$ cat config.mk
export PLATFORM = sky130hd
export DESIGN_NAME = multi_debouncer
export DESIGN_NICKNAME = d
export VERILOG_FILES = /design/src/rtl/multi_debouncer_pkg.sv /design/src/rtl/multi_debouncer_tick_gen.sv /design/src/rtl/multi_debouncer.sv
export SDC_FILE = /design/constraint.sdc
export NUM_CORES = 1
export LEC_CHECK = 0
export CORE_MARGIN = 1.5
export CORE_UTILIZATION = 40
export DETAILED_ROUTE_END_ITERATION = 8
export GPL_TIMING_DRIVEN = 0
export HOLD_SLACK_MARGIN = 0.12
export PLACE_DENSITY = 0.64
export SYNTH_ARGS = -nofsm -noshare
export SYNTH_HDL_FRONTEND = slang
export SYNTH_HIERARCHICAL = 1
export SYNTH_SLANG_ARGS = --single-unit
$ cat constraint.sdc
create_clock -name clk -period 2.3 [get_ports clk]
set_clock_uncertainty 0.15 [all_clocks]
set_input_delay 0.46 -clock clk [delete_from_list [all_inputs] [get_ports clk]]
set_output_delay 0.46 -clock clk [all_outputs]
set_load 0.03 [all_outputs]
$ cat src/rtl/multi_debouncer_pkg.sv
// Shared defaults and width helper for the multi-channel debouncer.
// Latency: n/a (compile-time constants only).
// Backpressure: n/a.
package multi_debouncer_pkg;

  localparam int DEF_N_CH         = 4;
  localparam int DEF_TICK_DIV     = 5000;
  localparam int DEF_STABLE_TICKS = 4;
  localparam int DEF_LONG_TICKS   = 200;

  // Bits needed to hold every value 0..max_val; never less than one bit.
  function automatic int cnt_width(input int max_val);
    if (max_val < 1) begin
      return 1;
    end
    return $clog2(max_val + 1);
  endfunction

endpackage

$ cat src/rtl/multi_debouncer_tick_gen.sv
// Shared sample-tick prescaler: counts 0..TICK_DIV-1 and wraps.
// Latency: tick is high for the one cycle the count sits at TICK_DIV-1.
// Backpressure: none, free-running.
module tick_gen
  import multi_debouncer_pkg::*;
#(
  parameter int TICK_DIV = DEF_TICK_DIV
) (
  input  logic clk,
  input  logic rst,
  output logic tick
);

  localparam int               CNT_W = cnt_width(TICK_DIV - 1);
  localparam logic [CNT_W-1:0] LAST  = CNT_W'(TICK_DIV - 1);

  logic [CNT_W-1:0] count;

  // Wrapping prescaler; reset restarts the phase so the first tick lands TICK_DIV cycles later.
  always_ff @(posedge clk) begin
    if (rst) begin
      count <= '0;
    end else if (count == LAST) begin
      count <= '0;
    end else begin
      count <= count + 1'b1;
    end
  end

  assign tick = (count == LAST);

endmodule

$ cat src/rtl/multi_debouncer.sv
// Multi-channel button debouncer with press/release/long-press strobes.
// Latency: raw change to btn_state within 2 + TICK_DIV*STABLE_TICKS + 1 cycles.
// Backpressure: none, strobes are single-cycle and unqualified.
module multi_debouncer
  import multi_debouncer_pkg::*;
#(
  parameter int N_CH         = DEF_N_CH,
  parameter int TICK_DIV     = DEF_TICK_DIV,
  parameter int STABLE_TICKS = DEF_STABLE_TICKS,
  parameter int LONG_TICKS   = DEF_LONG_TICKS
) (
  input  logic            clk,
  input  logic            rst,
  input  logic [N_CH-1:0] btn_raw,
  output logic [N_CH-1:0] btn_state,
  output logic [N_CH-1:0] press_pulse,
  output logic [N_CH-1:0] release_pulse,
  output logic [N_CH-1:0] long_press
);

  localparam int STAB_W = cnt_width(STABLE_TICKS);
  localparam int HOLD_W = cnt_width(LONG_TICKS);

  localparam logic [STAB_W-1:0] STAB_LAST = STAB_W'(STABLE_TICKS - 1);
  localparam logic [HOLD_W-1:0] HOLD_MAX  = HOLD_W'(LONG_TICKS);
  localparam logic [HOLD_W-1:0] HOLD_LAST = HOLD_W'(LONG_TICKS - 1);

  logic [N_CH-1:0] sync_meta;
  logic [N_CH-1:0] sync;
  logic            tick;

  // Two-flop synchroniser; only its second stage feeds the channel logic.
  always_ff @(posedge clk) begin
    if (rst) begin
      sync_meta <= '0;
      sync      <= '0;
    end else begin
      sync_meta <= btn_raw;
      sync      <= sync_meta;
    end
  end

  tick_gen #(
    .TICK_DIV (TICK_DIV)
  ) u_tick_gen (
    .clk  (clk),
    .rst  (rst),
    .tick (tick)
  );

  for (genvar i = 0; i < N_CH; i++) begin : g_ch
    logic [STAB_W-1:0] stab_cnt;
    logic [HOLD_W-1:0] hold_cnt;
    logic              state_q;
    logic              press_q;
    logic              release_q;
    logic              long_q;
    logic              differ;
    logic              accept;

    assign differ = sync[i] ^ state_q;
    // This tick is the STABLE_TICKS-th consecutive differing sample.
    assign accept = tick & differ & (stab_cnt == STAB_LAST);

    // Debounce counter, accepted level, hold counter and the three strobes.
    always_ff @(posedge clk) begin
      if (rst) begin
        stab_cnt  <= '0;
        hold_cnt  <= '0;
        state_q   <= 1'b0;
        press_q   <= 1'b0;
        release_q <= 1'b0;
        long_q    <= 1'b0;
      end else begin
        press_q   <= 1'b0;
        release_q <= 1'b0;
        long_q    <= 1'b0;
        if (tick) begin
          if (!differ) begin
            stab_cnt <= '0;
          end else if (accept) begin
            stab_cnt  <= '0;
            state_q   <= ~state_q;
            press_q   <= ~state_q;
            release_q <= state_q;
          end else begin
            stab_cnt <= stab_cnt + 1'b1;
          end

          // A release on this tick wins over hold growth, so no late long press.
          if (!state_q || accept) begin
            hold_cnt <= '0;
          end else if (hold_cnt != HOLD_MAX) begin
            hold_cnt <= hold_cnt + 1'b1;
            long_q   <= (hold_cnt == HOLD_LAST);
          end
        end
      end
    end

    assign btn_state[i]     = state_q;
    assign press_pulse[i]   = press_q;
    assign release_pulse[i] = release_q;
    assign long_press[i]    = long_q;
  end

endmodule
==> results of run 1 <==
[Yosys cell counts (all sizes together) (2+ instances only)]
cell type and n:
nor2 22, a211oi 7, and4 2, a311oi 3
dfxtp 81, a31oi 4, o31ai 5, nor3b 3
nor4bb 3, xor2 3, or3 10, nor4 4
o21ai 17, nor3 6, nor2b 12, ha 13
xnor2 5, buf 24, nand3 19, or4 5
nand2 26, and2 4, nor4b 7, clkbuf 9
o22ai 4, and3 17, o32ai 10, inv 25
a21oi 27, a31o 8, nand3b 4, nand4 13
o21a 9, nand4b 2, nand4bb 2, nand2b 4
[how the worst min path moves through the flow]
stage	from	end	cells after the start
6_report	sync_meta[3]$_SDFF_PP0_	sync[3]$_SDFF_PP0_	1
5_1_grt	sync_meta[3]$_SDFF_PP0_	sync[3]$_SDFF_PP0_	1
4_1_cts	sync_meta[3]$_SDFF_PP0_	sync[3]$_SDFF_PP0_	1
3_5_place_dp	sync_meta[3]$_SDFF_PP0_	sync[3]$_SDFF_PP0_	1
3_3_place_gp	sync_meta[3]$_SDFF_PP0_	sync[3]$_SDFF_PP0_	1
2_1_floorplan	sync_meta[0]$_SDFF_PP0_	sync[0]$_SDFF_PP0_	1
[sequential cells by signal, summed over array words and instances (netlist names)]
| signal | flops |
|---|---|
| g_ch.hold_cnt | 32 |
| sync | 4 |
| u_tick_gen/count | 13 |
| g_ch.stab_cnt | 12 |
| g_ch.press_q | 4 |
| g_ch.release_q | 4 |
| g_ch.long_q | 4 |
| sync_meta | 4 |
| g_ch.state_q | 4 |
[power by group through the flow]
| stage | registers, W | clock network [W] | logic [W] |
|---|---|---|---|
| detailed placement | 0.00145 | 0 | 0.0000624 |
| finish | 0.00142 | 0.00104 | 0.0000708 |
| global placement | 0.00145 | 0 | 0.0000619 |
| floorplan | 0.00145 | 0 | 0.0000359 |
| CTS | 0.00142 | 0.00106 | 0.0000706 |
| global route | 0.00142 | 0.00113 | 0.0000798 |
[critical path, stage by stage (launching register included)]
cell             delay (ps)
dfxtp_1                 440
buf_4                   140
clkdlybuf4s50_1         660
[repair_timing]
| item | 4_1_cts | 5_1_grt |
|---|---|---|
| cloned | 0 | 0 |
| endpoints found under the setup margin | 47 | 50 |
| pin swaps | 4 | 3 |
| setup buffers | 4 | 1 |
| endpoints found under the hold margin | 0 | 0 |
| gates resized for setup | 16 | 24 |
[cell families after synthesis]
| group | after synthesis | synth area share |
|---|---|---|
| flip-flops | 81 | 0.422 |
| AO/OA/AOI/OAI | 101 | 0.174 |
| AND/OR/NAND/NOR | 169 | 0.267 |
| XOR/XNOR | 8 | 0.0182 |
| buffers and inverters | 59 | 0.0768 |
| adder cells (fa/ha/maj) | 13 | 0.0423 |
[metrics by stage]
stage | power, W | instance area, um^2
2_1_floorplan | 0.00149 | 3840
3_3_place_gp | 0.00152 | 4220
3_5_place_dp | 0.00152 | 4220
4_1_cts | 0.00255 | 4500
5_1_grt | 0.00263 | 4580
6_report | 0.00253 | 4580
[layout make-up]
class                           count  area share
Tap cell                          129      0.0353
Buffer                             33      0.0459
Clock inverter                      5      0.0123
Multi-Input combinational cell    291       0.443
Timing Repair Buffer               26      0.0541
Inverter                           26      0.0213
Sequential cell                    81       0.358
Clock buffer                       10      0.0301
[layer usage]
layer / vias up / wire [um] / track usage
li1: 1644 / - / -
met1: 1561 / 4140 / 0.241
met2: 44 / 4360 / 0.320
met3: 15 / 246 / 0.0284
met4: 0 / 177 / 0.0823
met5: - / 0 / 0
[cell usage in the layout (no fill, tap or decap), types with 6 or more instances in the layout]
| master | netlist | final |
|---|---|---|
| o21a_1 | 9 | 9 |
| ha_1 | 13 | 12 |
| a31o_2 | 8 | 8 |
| clkbuf_1 | 8 | 7 |
| a21oi_1 | 27 | 26 |
| o32ai_1 | 10 | 10 |
| and3_1 | 17 | 16 |
| o21ai_0 | 17 | 17 |
| or3_1 | 9 | 9 |
| nand3_1 | 19 | 19 |
| clkbuf_8 | 0 | 10 |
| nor2_1 | 22 | 19 |
| clkdlybuf4s50_1 | 0 | 21 |
| dfxtp_2 | 0 | 6 |
| nor3_1 | 6 | 6 |
| dfxtp_1 | 81 | 73 |
| nand4_1 | 11 | 11 |
| nor2b_1 | 12 | 12 |
| a211oi_1 | 7 | 6 |
| inv_1 | 25 | 25 |
| nand2_1 | 26 | 26 |
| buf_4 | 16 | 24 |
==> results.md, run 1 <==
- The run finished with clean final reports.
- The number of design-rule violations left by the first detailed-router iteration is 226.
- The worst reg2reg path endpoint is g_ch[0].hold_cnt[7]$_SDFFE_PP0P_.
- The type of the tightest min-delay check is reg2reg.
- After clock tree synthesis, the flow added hold-fix buffers numbering 0.
- Synthesis handed over a netlist of about 430 instances.
- The area enclosed by the die boundary is ~0.010 mm^2.
- Of the post-synthesis cell area, the dominant cell type holds 0.422.
- Yosys mapped a number of flops with a built-in enable equal to 0.
- The CTS tree is built.
- 0 antenna diodes ended up in the layout.
- The synthesized flop and latch total is a little over 80.
- Across the run, the number of max-cap violations was 0.
- The synthesized netlist contains 56 unique library cells.
- The worst IR drop on VDD is roughly 330 uV.
- The core region is approximately 0.0093 mm^2.
- Clock-pin slew was measured on the worst setup and hold paths at roughly 80 ps.
- The floorplan step set the die height to about 100 um.
- The async set-or-reset flop fraction in the synthesized netlist is 0.
- The tree is rooted in a clkbuf_8.
- The sequential share of the synthesized area is 0.422.
- The cell type contributing the most total cell area after synthesis is dfxtp_1.
- The routed wire length is 8920 um.
- The fill cell instance count of the final layout is approximately 920.
- The post-layout utilization of the core is 0.493.
- Before CTS, the worst setup slack after placement is -423 ps.
- The portion of the clock cycle consumed by the worst path in the final layout is 0.955.
- The later pin in the worst-skew pair is clocked with a latency of 360 ps.
- The first global-routing pass estimated between 15,000 and 20,000 um of wire.
- The final hold slack is ~290 ps.
- The count of pins over their slew limit is 0.
- The number of cell rows is 35.
- The number of vias in the routed layout is about 3,300.
- The final count of negative-setup-slack endpoints is 0.
- Power spread over the standard cell area amounts to around 550 mW/mm^2.
- The overall die width is around 100 um.
- The mean instance size in the synthesized netlist is about 9 um^2.
- The reg-to-reg startpoint is u_tick_gen/count[0]$_SDFF_PP0_.
- The initial standard-cell utilization of the core is 0.414.
- The number of endpoints with negative hold slack in the final report was 0.
- The number of placed instances, taps included is between 500 and 600.
- The critical path is of the reg2out type.
- Of the cells placed in the final design, the portion with a size suffix greater than 1 is 0.174.
- Entering global routing, the biggest net connects 14 pins.
- The final estimated routing congestion in global placement is 0.852.
- Global routing finished with a remaining overflow of 0.
- The mapped netlist covers just under 0.004 mm^2.
- The top-level port count is 22.
- The initial antenna violation count was 0.
- The H-tree depth is 3.
- The TritonCTS buffer count is 9.
- In this run the tool buffered the top-level ports with 21 buffer cells.
- The required time of the critical path is between 1500 and 2000 ps.
- The overall global routing resource usage is 0.190.
- Setup slack on the critical path of the routed design comes to slightly above 100 ps.
- The transition time at the pin with the least slew margin is about 910 ps.
- Of the total power, combinational logic draws 0.028.
- The number of warnings issued by yosys is 6.
- The net count of the mapped netlist is 450.
- The most critical setup path has its startpoint at g_ch[0].state_q$_SDFFE_PP0P_.
- For the final routed database, the setup TNS stands at 0 ps.
- The final layout contains 487 nets.
- The average wire per cell in the routed design is approximately 15 um.
- The startpoint type of the worst setup path is a register.
- The via count of the first global-routing pass was ~3,200.
- The multi-input combinational cell area is between 0.002 and 0.0025 mm^2.
- After legalization and detailed placement, the total HPWL measured a little over 6000 um.
- The depth of the worst register-to-register path is 8.
- The final antenna-violating net count is 0.
- The share of power burned in the clock network is 0.411.
- The worst-path maximum fanout is 6.
- The register share of total power is 0.561.
- The via-per-instance ratio is around 5.4.
- The internal portion of total power is ~0.0020 W.
- The filler-free cell count of the finished design is 601.
- The switching power as a share of total power is 0.225.
- The count of clock tree sinks is between 80 and 90.
- For the worst setup path, the data arrival time is 1590 ps.
- The number of buffers on the longest clock path is 2.
- In the final layout, flip-flops and latches occupy approximately 0.0016 mm^2.
- The most used flip-flop cell after synthesis is dfxtp_1.
- In this run the static leakage power is ~1.6 nW.
- The setup slack on the worst flop-to-flop path is slightly above 100 ps.
- The destination of the critical timing path is btn_state[0].
- Counting I/O delays and the setup requirement, the final critical path takes 2200 ps.
- The switching power of the nets is ~0.00057 W.
- The tightest slew margin relative to the limit is 0.392.
- The maximum clock rate is 0.455 GHz.
- The area growth from synthesis to layout is 19.1%.
- The first TritonRoute pass finished after 4 iterations.
- In the routed design, unresolved DRC markers number 0.
- Ranked by total cell area, the synthesized netlist is headed by dfxtp_1, ha_1, a21oi_1.
- Setup repair after global routing left no endpoint under its margin.
- The critical path endpoint category is an output port.
No activity file was read; power rests on OpenSTA's default activity.
==> inputs of run 2 (changes only) <==
SETUP_SLACK_MARGIN = 0.4   (was default)
==> run 2 against run 1 <==
Effect of this change: first-iteration DRC count down 34%; maximum frequency up 3.0%; routed wire length up 4.7%; sequential power about the same; largest cell class unchanged; critical path depth up 6; non-clock buffer count up 16.
==> results.md, run 2 (synthesis gave the netlist of run 1 again) <==
- The run finished with clean final reports.
- In the final layout, the registers with the most flip-flops are g_ch.hold_cnt: 32 flops, u_tick_gen/count: 13 flops, g_ch.stab_cnt: 12 flops.
- The tool flagged a number of max-cap violations equal to 0.
- IR analysis of the VDD net gives a maximum drop of between 400 and 500 uV.
- The sum of net half-perimeters after detailed placement is a little over 6000 um.
- The antenna cell count is 0.
- The initial standard-cell utilization of the core is 0.414.
- The worst setup slack after layout is roughly 170 ps.
- The type of the tightest min-delay check is reg2reg.
- The leakage component of the power is roughly 1.8 nW.
- The required time of the critical path is approximately 2400 ps.
- The initial antenna violation count came to 0.
- The number of input and output port buffers inserted is 21.
- The tightest slew margin relative to the limit is 0.513.
- In the global route stage, met2 resource usage came out at 0.328.
- The clock transition at the registers of the reported paths is 80 ps.
- After detailed routing, the number of vias per cell comes to ~5.5.
- The portion of the clock cycle consumed by the worst path in the final layout is 0.928.
- Summing internal, switching and leakage power gives between 0.002 and 0.003 W.
- After detailed routing, the number of remaining DRC violations is 0.
- The detail route stage leaves a number of antenna-violating nets equal to 0.
- The number of buffers on the longest clock path is 2.
- STA classifies the critical path endpoint as a register.
- Setup repair after global routing could not meet its margin everywhere.
- For this design, the CTS-stage hold fixing added 0 buffers.
- The die boundary height is around 100 um.
- The overall die width is approximately 100 um.
- The final count of negative-setup-slack endpoints is 0.
- The largest single stage delay on the critical path is about 360 ps.
- For this design the top-level I/O count stands at 22.
- Global routing finished with a remaining overflow of 0.
- The slowest stage of the critical path belongs to the cell dfxtp_4.
- The root buffer cell chosen for the clock tree is clkbuf_8.
- The area enclosed by the die boundary is 0.0102 mm^2.
- For this run, global-route usage on met3 was measured as 0.0472.
- The critical path buffer and inverter count is 1.
- The met1 track demand over resource in global routing is 0.227.
- The share of post-route cells with drive strength above 1 is 0.274.
- For this run, the post-layout net count is between 500 and 600.
- STA classifies the critical path startpoint as a register.
- The cell type group with the largest total delay on the critical path is simple AND/OR/NAND/NOR gates.
- The final period demand of the worst path is 2130 ps.
- The worst setup path is of the reg2reg kind.
- For the pin with the worst max-slew slack, the measured transition is ~730 ps.
- met2 is the most crowded layer.
- The number of vias in the routed layout is 3,383.
- The count of clock tree sinks is 81.
- Based on the critical path, the design can be clocked at up to around 0.47 GHz.
- The number of placed instances, taps included is between 500 and 600.
- Along the worst path, the maximum fanout reaches 8.
- The floorplan has 35 rows.
- In the layout the commonest cells are dfxtp_1, buf_4, inv_1.
- The global-route wire length before repair is approximately 15,000 um.
- Before CTS, the worst setup slack after placement is -203 ps.
- The most frequent standard cell in the layout excluding fill and tap cells is dfxtp_1.
- The number of endpoints with negative hold slack in the final report is 0.
- The TritonCTS buffer count is 9.
- The summed negative setup slack over all endpoints is 0 ps.
- Dividing the detail-routed wire length by the instance count gives between 15 and 20 um.
- The H-tree was split into 3 levels.
- For this run, the total global-route usage over all layers was measured as 0.187.
- The number of design-rule violations left by the first detailed-router iteration is 150.
- The register with the most flip-flops in the layout has 32 of them.
- The critical path goes through ha_4 -> and4_1 -> and3_1 -> buf_6 -> nor4bb_4 -> or3_4 -> or3_1 -> a31oi_1.
- The insertion delay to the later sink of the worst-skew pair is ~370 ps.
- The growth of design area from synthesis to finish is 29.2%.
- Wires add up to between 9000 and 10,000 um.
- The total power divided by cell area is 542 mW/mm^2.
- TritonCTS built the clock tree.
- The worst path arrival time is 2270 ps.
- The via count of the first global-routing pass came to between 3,000 and 4,000.
- The core box area is 0.00928 mm^2.
- The first detailed-routing pass took 4 iterations.
- The count of pins over their slew limit is 0.
- On the final layout, the worst hold slack is about 300 ps.
- The filler-free cell count of the finished design is 618.
- The final estimated routing congestion in global placement is 0.908.
- Entering global routing, the biggest net connects 15 pins.
- g_ch.hold_cnt holds more flip-flops than any other register.
-- run 2: layout make-up --
type | count | area, um^2
plain buffers | 33 | 241
multi-input cells | 291 | 2210
well taps | 129 | 161
flip-flops and latches | 81 | 1640
clock inverters | 6 | 91.3
repair buffers | 42 | 379
inverters | 26 | 98.8
fillers | 865 | 4320
clock buffers | 10 | 138
-- run 2: per-layer routing --
layer	up-vias	share of wire
li1	1669	-
met1	1645	0.45
met2	52	0.50
met3	17	0.038
met4	0	0.019
met5	-	0
-- run 2: worst paths after layout --
kind	cells after the start	to	startpoint	slack (ps)
max	8	g_ch[0].hold_cnt[7]$_SDFFE_PP0P_	u_tick_gen/count[0]$_SDFF_PP0_	170
min	1	sync[3]$_SDFF_PP0_	sync_meta[3]$_SDFF_PP0_	300
max reg2reg	8	g_ch[0].hold_cnt[7]$_SDFFE_PP0P_	u_tick_gen/count[0]$_SDFF_PP0_	170
min reg2reg	1	sync[3]$_SDFF_PP0_	sync_meta[3]$_SDFF_PP0_	300
-- run 2: per-stage QoR --
step	cell area, um^2	util
after CTS	4770	0.513
after detailed placement	4270	0.460
after global placement	4270	0.460
after global routing	4960	0.535
final	4960	0.535
after floorplan	3900	-
-- run 2: timing repair --
action | in CTS | in global routing
endpoints found under the hold margin | 0 | 0
pin swaps | 13 | 10
buffers inserted | 14 | 7
endpoints found under the setup margin | 76 | 62
gates resized for setup | 63 | 44
-- run 2: power by group --
part	switching, W	total [W]	internal [W]
Clock	0.000544	0.00119	0.000645
Sequential	0.0000104	0.00142	0.00141
Combinational	0.0000487	0.0000796	0.0000309
Total	0.000603	0.00269	0.00209
-- run 2: worst register-to-register path, cell delays in order, from the launching register on --
cell	delay [ps]
dfxtp_4	360
ha_4	150
and4_1	160
and3_1	150
buf_6	140
nor4bb_4	160
or3_4	360
or3_1	310
a31oi_1	130
